[config.mk]
export PLATFORM = sky130hd
export DESIGN_NAME = arb_2x32
export DESIGN_NICKNAME = d
export VERILOG_FILES = /design/src/rtl/arb_pkg.sv /design/src/rtl/mux_2x32.sv /design/src/rtl/arb_2x32.sv
export SDC_FILE = /design/constraint.sdc
export NUM_CORES = 1
export LEC_CHECK = 0
export ABC_CLOCK_PERIOD_IN_PS = 1500
export CORE_MARGIN = 2
export CORE_UTILIZATION = 34
export CTS_BUF_LIST = sky130_fd_sc_hd__clkbuf_4 sky130_fd_sc_hd__clkbuf_8 sky130_fd_sc_hd__clkbuf_16
export DETAILED_ROUTE_END_ITERATION = 6
export MAX_ROUTING_LAYER = met4
export PLACE_DENSITY = 0.76
export SLEW_MARGIN = 30
export SYNTH_ARGS = -nofsm -noshare
export SYNTH_HDL_FRONTEND = slang
export SYNTH_SLANG_ARGS = --single-unit
[constraint.sdc]
create_clock -name clk -period 1.5 [get_ports clk]
set_input_delay 0.3 -clock clk [delete_from_list [all_inputs] [get_ports clk]]
set_output_delay 0.3 -clock clk [all_outputs]
set_load 0.01 [all_outputs]
[src/rtl/arb_pkg.sv]
// ============================================================================
// Module : arb_pkg
// Brief  : Shared constants, state enum and helpers for the 2-way arbiter.
// Rev    : 1.0 - initial release
// ============================================================================
`default_nettype none

package arb_pkg;

    localparam int C_DW    = 32;
    localparam int C_CNT_W = 16;

    typedef enum logic {
        ST_EMPTY = 1'b0,
        ST_FULL  = 1'b1
    } arb_state_e;

    function automatic logic [C_CNT_W-1:0] sat_inc(input logic [C_CNT_W-1:0] v);
        return (v == '1) ? v : v + 1'b1;
    endfunction

endpackage

`default_nettype wire

[src/rtl/mux_2x32.sv]
// ============================================================================
// Module : mux_2x32
// Brief  : Two-input data select (sel=0 -> a, sel=1 -> b).
// Rev    : 1.0 - initial release
// ============================================================================
`default_nettype none

module mux_2x32 #(
    parameter int DW = 32
) (
    input  logic [DW-1:0] a,
    input  logic [DW-1:0] b,
    input  logic          sel,
    output logic [DW-1:0] out
);

    assign out = sel ? b : a;

endmodule

`default_nettype wire

[src/rtl/arb_2x32.sv]
// ============================================================================
// Module : arb_2x32
// Brief  : Two-requester round-robin arbiter feeding a single output register.
//          Define ARB_2X32_GNT_CNT_EN to build the saturating grant counters.
// Rev    : 1.0 - initial release
// ============================================================================
`default_nettype none

module arb_2x32
    import arb_pkg::*;
#(
    parameter int DW = C_DW
) (
    input  logic               clk,
    input  logic               rst,
    input  logic               in0_valid,
    input  logic [DW-1:0]      in0_data,
    output logic               in0_ready,
    input  logic               in1_valid,
    input  logic [DW-1:0]      in1_data,
    output logic               in1_ready,
    output logic               out_valid,
    output logic [DW-1:0]      out_data,
    output logic               out_src,
    input  logic               out_ready,
    output logic [C_CNT_W-1:0] gnt0_cnt,
    output logic [C_CNT_W-1:0] gnt1_cnt
);

    arb_state_e     r_state;
    logic [DW-1:0]  r_data;
    logic           r_src;
    logic           r_last;

    logic           w_load;
    logic           w_any;
    logic           w_gnt;
    logic           w_take;
    logic [DW-1:0]  w_sel_data;

    // Reset gates load so no beat is ever handshaken while rst is high.
    assign w_load = !rst && ((r_state == ST_EMPTY) || out_ready);
    assign w_any  = in0_valid || in1_valid;
    assign w_gnt  = (in0_valid && in1_valid) ? ~r_last : ~in0_valid;
    assign w_take = w_load && w_any;

    assign in0_ready = w_take && !w_gnt;
    assign in1_ready = w_take &&  w_gnt;

    mux_2x32 #(
        .DW (DW)
    ) u_mux (
        .a   (in0_data),
        .b   (in1_data),
        .sel (w_gnt),
        .out (w_sel_data)
    );

    always_ff @(posedge clk) begin
        if (rst) begin
            r_state <= ST_EMPTY;
            r_data  <= '0;
            r_src   <= 1'b0;
            r_last  <= 1'b1;
        end else if (w_take) begin
            r_state <= ST_FULL;
            r_data  <= w_sel_data;
            r_src   <= w_gnt;
            r_last  <= w_gnt;
        end else if (w_load) begin
            r_state <= ST_EMPTY;
        end
    end

    assign out_valid = (r_state == ST_FULL);
    assign out_data  = r_data;
    assign out_src   = r_src;

`ifdef ARB_2X32_GNT_CNT_EN
    logic [C_CNT_W-1:0] r_gnt0_cnt;
    logic [C_CNT_W-1:0] r_gnt1_cnt;

    always_ff @(posedge clk) begin
        if (rst) begin
            r_gnt0_cnt <= '0;
            r_gnt1_cnt <= '0;
        end else begin
            if (in0_ready) r_gnt0_cnt <= sat_inc(r_gnt0_cnt);
            if (in1_ready) r_gnt1_cnt <= sat_inc(r_gnt1_cnt);
        end
    end

    assign gnt0_cnt = r_gnt0_cnt;
    assign gnt1_cnt = r_gnt1_cnt;
`else
    assign gnt0_cnt = '0;
    assign gnt1_cnt = '0;
`endif

endmodule

`default_nettype wire

* Word-level counts from Yosys, hierarchy flattened
Cells that the tools add are included.
** Operators by class
- Mux-type cells :: 4
- Bitwise operators :: 3
- Reduce and logical (&&, ||, !) cells :: 10
** Operators by type and width (count)
- 2-to-1 mux 32 bit :: 1
- logical AND 1 bit :: 5
- 2-to-1 mux 1 bit :: 3
- NOT 1 bit :: 3
- logical NOT 1 bit :: 2
- logical OR 1 bit :: 2
- nonzero test 2 bit :: 1
** Word-level totals
- Bits in registers :: 35
- Output and inout port bits :: 68
- Word-level logic and storage cells :: 21

* Depth between registers and ports, before layout
Gate-level depths: netlist of run 1.
- Depth after elaboration :: 5
- Gate-level depth with buffers :: 5
- Mapped depth without buffers :: 3

* Cells and area by module
Synthesis of run 1 repeated with hierarchy kept, for this count alone.
** Unflattened totals
- Cells, all modules :: 189
- Area, all modules :: 2321.0 um^2
** Modules (own cells, without submodules)
- arb_2x32 :: instances 1, cells each 153, area an instance 1776.7 um^2, seq. area each 700.7 um^2
- mux_2x32 :: instances 1, cells each 36, area an instance 544.3 um^2, seq. area each 0.0 um^2

* Worst setup path after synthesis of run 1
No wires, ideal clock.
- Path type :: input to register
- Start point :: input rst
- End point :: register r_data[10], in the netlist out_data[10]
- Library setup time :: 122 ps
- Data arrival time :: 1210 ps
- Data required time :: 1378 ps
- Slack :: 168 ps
- Stages :: 5
- Buffers on the path :: 3
- Cell sequence :: buf_2 > and4b_1 > buf_6 > buf_6 > a221o_1
** On the way
- Longest elaborated chain between the ends :: 3
** RTL lines
- start, declared :: line arb_2x32.sv:15 : input logic rst,
- logical NOT 1 bit :: line arb_2x32.sv:42 : assign w_load = !rst && ((r_state == ST_EMPTY) || out_ready);
- logical AND 1 bit :: line arb_2x32.sv:42
- logical AND 1 bit :: line arb_2x32.sv:45 : assign w_take = w_load && w_any;
- end signal, assigned :: line arb_2x32.sv:67 : r_data <= w_sel_data;
- end, declared :: line arb_2x32.sv:31 : logic [DW-1:0] r_data;
Several ways; a longest one is shown, not always the timed one.
A chain may end at the register's enable or synchronous reset.

* Worst setup path after layout of run 1
- Start point :: register r_data[19], in the netlist out_data[19]
- End point :: output out_data[19]
** RTL lines
- end, declared :: line arb_2x32.sv:23 : output logic [DW-1:0] out_data,
No word-level cell between the ends.

==> impl_metrics.ini, run 1 <==
[route]
vias = 1736
ant_nets = 0
drc = 0
drt_iter0_markers = 80
wl_per_cell_microns = 13.9
wirelength_microns = 5090
drtPass1Iterations = 4
post_drt_via_cell_ratio = 4.73

[clock_network]
cts_htree_levels = 2
cts.sinks = 35
insertion_delay_ns = 0.28
post_cts_buffers = 0
postCtsHoldBufs = 0
cts_tree = done
cts_buffers = 5
cts.clk_slew.worst_paths_ns = 0.07
cts.path.max_buffers = 2
cts-root-buf = clkbuf_8

[layout]
drive_above_1_share_pct = 6.73
final_nets = 365
n_antenna_cell = 0
fill_cells = 483
seqCellArea_sq_um = 701
multi_input_area_sq_um = 895
syn2layout_area_growth_pct = 58.6
utilization_pct = 56.6

[synthesis]
synthCells = 198
seq_area_frac_synth_pct = 37.9
ys_types = 18
yosys_warnings = 0
yosys_most_used_dff = dfxtp_1
synth_edf_count = 0
yosys_register_bits = 35
yosys-top-cells-area = dfxtp_1 (38%), a221o_1 (17%), buf_4 (14%), nand2b_1 (12%), a21oi_1 (9.5%)
synth_common_cells = a21oi_1 (35), buf_4 (35), dfxtp_1 (35)
async_flop_share_pct = 0
synth_top_area_share_pct = 37.9
syn_area_sq_mm = 0.00185
syn_avg_cell_area_sq_um = 9.33
yosys.area.top_type = dfxtp_1

[worst_setup_path]
critical_path.cell_chain = clkdlybuf4s50_1
reg2reg_slack_ns = 0.11
r2r-start = r_last
crit_required_ns = 1.20
r2r_cells = 4
start_kind = register
path_buf_inv = 1
cp.arrival_ns = 1.17
path_max_fanout = 2
rr_endpoint = out_data[15]
max_stage_delay_ns = 0.54
cpLargestDelayFamily = buffers and inverters
path_class = register to output port
crit_path_end_kind = output port
cp_slowest_cell = clkdlybuf4s50_1

[die]
start_util_pct = 35.7
io_pins = 137
rows = 26
die-height_microns = 77.7
die_w_microns = 77.7
core_sq_mm = 0.00517
die_area_sq_mm = 0.00604

[global_routing]
grtUsageTotal_pct = 16.7
first_global_vias = 1675
grt_pass1_wl_microns = 7950
grt_max_degree = 38
overflow = 0
antenna_found_initial = 0

[place]
port_buffers = 104
pre_cts_ws_ns = -0.496
dp_hpwl_microns = 3480
place_congestion = 0.664

[run]
drv_cap = 0

[sta]
final-hold-violation-count = 0
setup_viol = 0
clock_skew_ns = 0.00348
max_freq_mhz = 681
final_max_slew_viol_count = 0
period_needed_ns = 1.47
finalWorstSetupSlack_ns = 0.0324
min_period_over_period_pct = 97.8

[min_path]
holdPathStages = 4
worstHoldPathType = primary input to register
holdPathEnd = out_src
worstHoldStart = in0_valid

[power]
ir_drop_uv = 388
p_leak_nw = 1.44
p_per_area_mw_per_mm2 = 841
power_mw = 2.46

[run_status]
status = completed
-- cell families (layout without fill, tap and decap cells) --
| group | Yosys count | after routing | share of synthesized area (%) |
|---|---|---|---|
| AOI/OAI and AO/OA | 69 | 69 | 27.9 |
| buffers and inverters | 53 | 121 | 20.3 |
| DFF | 35 | 35 | 37.9 |
| other | 1 | 32 | 0.203 |
| and+or+nand+nor | 40 | 40 | 13.6 |
-- state kept, by name (all words and copies together) (netlist names) --
register	cells
out_valid	1
out_src	1
out_data	32
r_last	1
-- cells in the final DEF (no fill, tap or decap), drive strengths merged --
cell	instances
nand2	1
conb	32
a311o	1
a221o	32
and4b	2
nand3	1
or2	1
dlygate4sd2	5
dfxtp	35
clkdlybuf4s50	77
nand2b	34
inv	1
nor2	1
a21bo	1
dlymetal6s2s	20
a21oi	35
buf	10
clkbuf	8
-- power by group --
part           leakage (nW)  internal (mW)  total, mW  switching, mW
Sequential            0.290           1.01       1.05         0.0417
Combinational          1.10          0.379      0.635          0.256
Clock                0.0549          0.437      0.773          0.335
Total                  1.44           1.83       2.46          0.633
-- how the worst max path moves through the flow --
stage | startpoint | endpoint | slack [ns] | depth (start not counted)
2_1_floorplan | rst | out_data[10] | 0.17 | 5
3_3_place_gp | out_ready | in1_ready | -0.53 | 4
3_5_place_dp | out_ready | in1_ready | -0.50 | 4
4_1_cts | out_data[13] | out_data[13] | 0.006 | 1
5_1_grt | out_data[0] | out_data[0] | -0.0004 | 1
6_report | out_data[19] | out_data[19] | 0.03 | 1
-- metrics by stage --
| stage | std cells | setup TNS [ns] | hold WS [ns] | instance area, sq um |
|---|---|---|---|---|
| 6_report | 367 | 0 | 0.507 | 2930 |
| 3_3_place_gp | 359 | -13.34 | 0.534 | 2780 |
| 4_1_cts | 367 | 0 | 0.495 | 2880 |
| 3_5_place_dp | 359 | -12.82 | 0.543 | 2780 |
| 2_1_floorplan | 229 | 0 | 0.438 | 1960 |
| 5_1_grt | 367 | -0.000379 | 0.519 | 2930 |
-- repair_timing --
action	4_1_cts	5_1_grt
gates resized for setup	15	20
endpoints found under the setup margin	35	21
pin swaps	2	1
-- metal layers --
metal	share of wire (%)	global-route usage [%]	up-vias
li1	-	-	850
met1	45	20.6	800
met2	47	26.6	84
met3	7.5	5.35	2
met4	0.22	3.75	0
met5	0	-	-
-- area by class of cell --
cell class	count	area share (%)
Sequential cell	35	23.9
Timing Repair Buffer	112	38.9
Multi-Input combinational cell	141	30.5
Tap cell	70	2.99
Clock buffer	8	3.55
Inverter	1	0.128
Note: power is estimated with default switching activity, not from simulation.
==> run 2, diff against run 1 <==
Settings changed: CTS_CLUSTER_SIZE set to 16.
==> results of run 2 <==
No change in the layout: final DEF, timing and power equal those of run 1.
==> run 3, diff against run 2 <==
Settings changed: CORE_UTILIZATION 34 to 38, PLACE_DENSITY 0.76 to 0.77, SYNTH_HIERARCHICAL set to 1.
==> impl_metrics.ini, run 3 <==
[layout]
seqCellArea_sq_um = 703
drive_above_1_share_pct = 30.4
final_nets = 365
layout_commonest_cell = clkdlybuf4s50_1
instances_no_fill = 371
mostFrequentLayoutCells = clkdlybuf4s50_1 (87), mux2_4 (58), dfxtp_1 (33)
largest_reg_flops = 32
multi_input_area_sq_mm = 0.00137
fill_cells = 526
n_antenna_cell = 0
syn2layout_area_growth_pct = 49.1

[sta]
setup-tns-final_ns = -1.87
finalWorstSetupSlack_ns = -0.0969
min_period_over_period_pct = 106
hold_ws_ns = 0.439
final-hold-violation-count = 0
period_needed_ns = 1.60
final_max_slew_viol_count = 0
clock_skew_ns = 0.00123
max_freq_mhz = 626
rsz0062_at_grt = yes
setup_viol = 34

[place]
numPlacedInstances = 361
place_congestion = 0.614
port_buffers = 104
dp_hpwl_microns = 3490

[worst_setup_path]
startpoint = out_valid
max_stage_delay_ns = 0.35
path_max_fanout = 3
critical_path.cell_chain = nor2b_4, or3_4, nor2b_4, buf_6
path_class = register to output port
reg2reg_slack_ns = -0.07
rr_endpoint = out_data[28]
r2r-start = out_valid
cp.arrival_ns = 1.30
r2r_cells = 4
crit_path_end_kind = output port
cp_slowest_cell = or3_4
crit_required_ns = 1.20
start_kind = register
cpMostUsedCell = nor2b_4

[clock_network]
cts.sinks = 35
cts.clk_slew.worst_paths_ns = 0.07
cts.path.max_buffers = 2
cts-root-buf = clkbuf_8
cts_tree = done
insertion_delay_ns = 0.28
cts_buffers = 5
cts_htree_levels = 2

[route]
drtPass1Iterations = 4
drc = 0
post_drt_via_cell_ratio = 4.27
wl_per_cell_microns = 12.9
ant_nets = 0
vias = 1584
drt_iter0_markers = 38
wirelength_microns = 4800

[synthesis]
yosys_most_used_dff = dfxtp_1
yosys_register_bits = 35
synthCells = 189
syn_area_sq_mm = 0.00232
seq_area_frac_synth_pct = 30.2
async_flop_share_pct = 0
yosys_warnings = 6
synth_edf_count = 0
synth_most_common_cell = mux2_4
synth_common_cells = mux2_4 (57), dfxtp_1 (35), buf_4 (32), nor2b_1 (32), mux2_2 (7)
ys_types = 19
synth_top_area_share_pct = 36.9
yosys-top-cells-area = mux2_4 (37%), dfxtp_1 (30%), buf_4 (10%), nor2b_1 (8.6%), buf_12 (4.3%)
yosys.area.top_type = mux2_4
syn_avg_cell_area_sq_um = 12.3

[die]
rows = 28
die_area_sq_mm = 0.00675
start_util_pct = 39.2
core_sq_mm = 0.00592
die-height_microns = 82.2
die_w_microns = 82.2
io_pins = 137

[global_routing]
first_global_vias = 1598
grt_max_degree = 35
antenna_found_initial = 0
grt_pass1_wl_microns = 7240
overflow = 0
grtUsageTotal_pct = 14.5

[power]
swShare_pct = 24.0
net-switching-power_mw = 0.692
pwr-share-seq_pct = 37.5
comb_power_share_pct = 33.6
p_per_area_mw_per_mm2 = 833
ir_drop_uv = 547
p_leak_nw = 1.73
internal-power_mw = 2.19
clock_power_share_pct = 28.9

[run_status]
violations = setup timing
status = finished with violations

[min_path]
worstHoldStart = in1_valid
worstHoldPathType = primary input to register
holdPathStages = 3
holdPathEnd = out_valid

[run]
drv_cap = 0
==> run 3: cell types whose count changed after synthesis, sizes merged, moves of 2 or more <==
cell | before | now
a21oi | 35 | 1
mux2 | 0 | 64
and2b | 0 | 3
buf | 47 | 41
nor2 | 1 | 3
nor2b | 0 | 32
clkbuf | 5 | 3
a221o | 32 | 0
and4b | 2 | 0
nand2b | 34 | 1
==> run 3: cells by family (layout without fill, tap and decap cells) <==
| group | after synthesis | in the layout | synth area share [%] |
|---|---|---|---|
| mux | 64 | 64 | 40.3 |
| other cells | 1 | 32 | 0.162 |
| simple gates | 42 | 42 | 11.4 |
| buf+inv | 45 | 121 | 17.4 |
| flops | 35 | 35 | 30.2 |
| compound gates | 2 | 2 | 0.539 |
==> run 3: worst max-delay path, delay by kind of cell, from the launching register on <==
kind | cells | cell delay (ns)
buffers and inverters | 1 | 0.10
DFF | 1 | 0.32
and+or+nand+nor | 3 | 0.59
==> run 3: stage by stage <==
| stage | instance area, sq um | setup slack [ns] | power (mW) | util, % |
|---|---|---|---|---|
| final | 3460 | -0.0969 | 2.88 | 58.4 |
| after global routing | 3460 | -0.152 | 3.03 | 58.4 |
| after CTS | 3420 | -0.118 | 2.93 | 57.7 |
| after detailed placement | 3260 | -0.711 | 2.06 | 55.1 |
| after global placement | 3260 | -0.710 | 2.04 | 55.1 |
| after floorplan | 2470 | -0.0120 | 1.72 | - |
==> run 3: per-layer routing <==
metal | GRT usage (%) | vias up | part of all wire, %
met5 | - | - | 0
met4 | 4.00 | 0 | 0.67
met3 | 5.33 | 5 | 10
met2 | 24.5 | 77 | 50
met1 | 16.1 | 727 | 39
li1 | - | 775 | -
==> run 3: power by group through the flow <==
stage	sequential (mW)	combinational (mW)	clock [mW]
2_1_floorplan	1.15	0.574	0
3_3_place_gp	1.10	0.946	0
3_5_place_dp	1.10	0.956	0
4_1_cts	1.08	0.983	0.862
5_1_grt	1.09	1.04	0.898
6_report	1.08	0.969	0.832
==> run 3: what timing repair did <==
action	CTS	global route
setup buffers	1	1
endpoints found under the setup margin	36	45
cloned	1	0
resized for setup	20	13
hold buffers	0	0
pin swaps	2	1
==> run 3: cell type report <==
class | count | share of cell area [%]
Clock inverter | 1 | 0.868
Inverter | 1 | 0.108
Clock buffer | 6 | 2.21
Multi-Input combinational cell | 140 | 39.7
Timing Repair Buffer | 113 | 34.1
Sequential cell | 35 | 20.3
Tap cell | 75 | 2.71
==> run 3: how the worst max path moves through the flow <==
stage,end,slack [ns],cells past startpoint
after CTS,in1_ready,-0.12,4
after global placement,in1_ready,-0.71,5
after floorplan,in1_ready,-0.01,5
after detailed placement,in1_ready,-0.71,5
final,in1_ready,-0.1,4
after global routing,in1_ready,-0.15,4
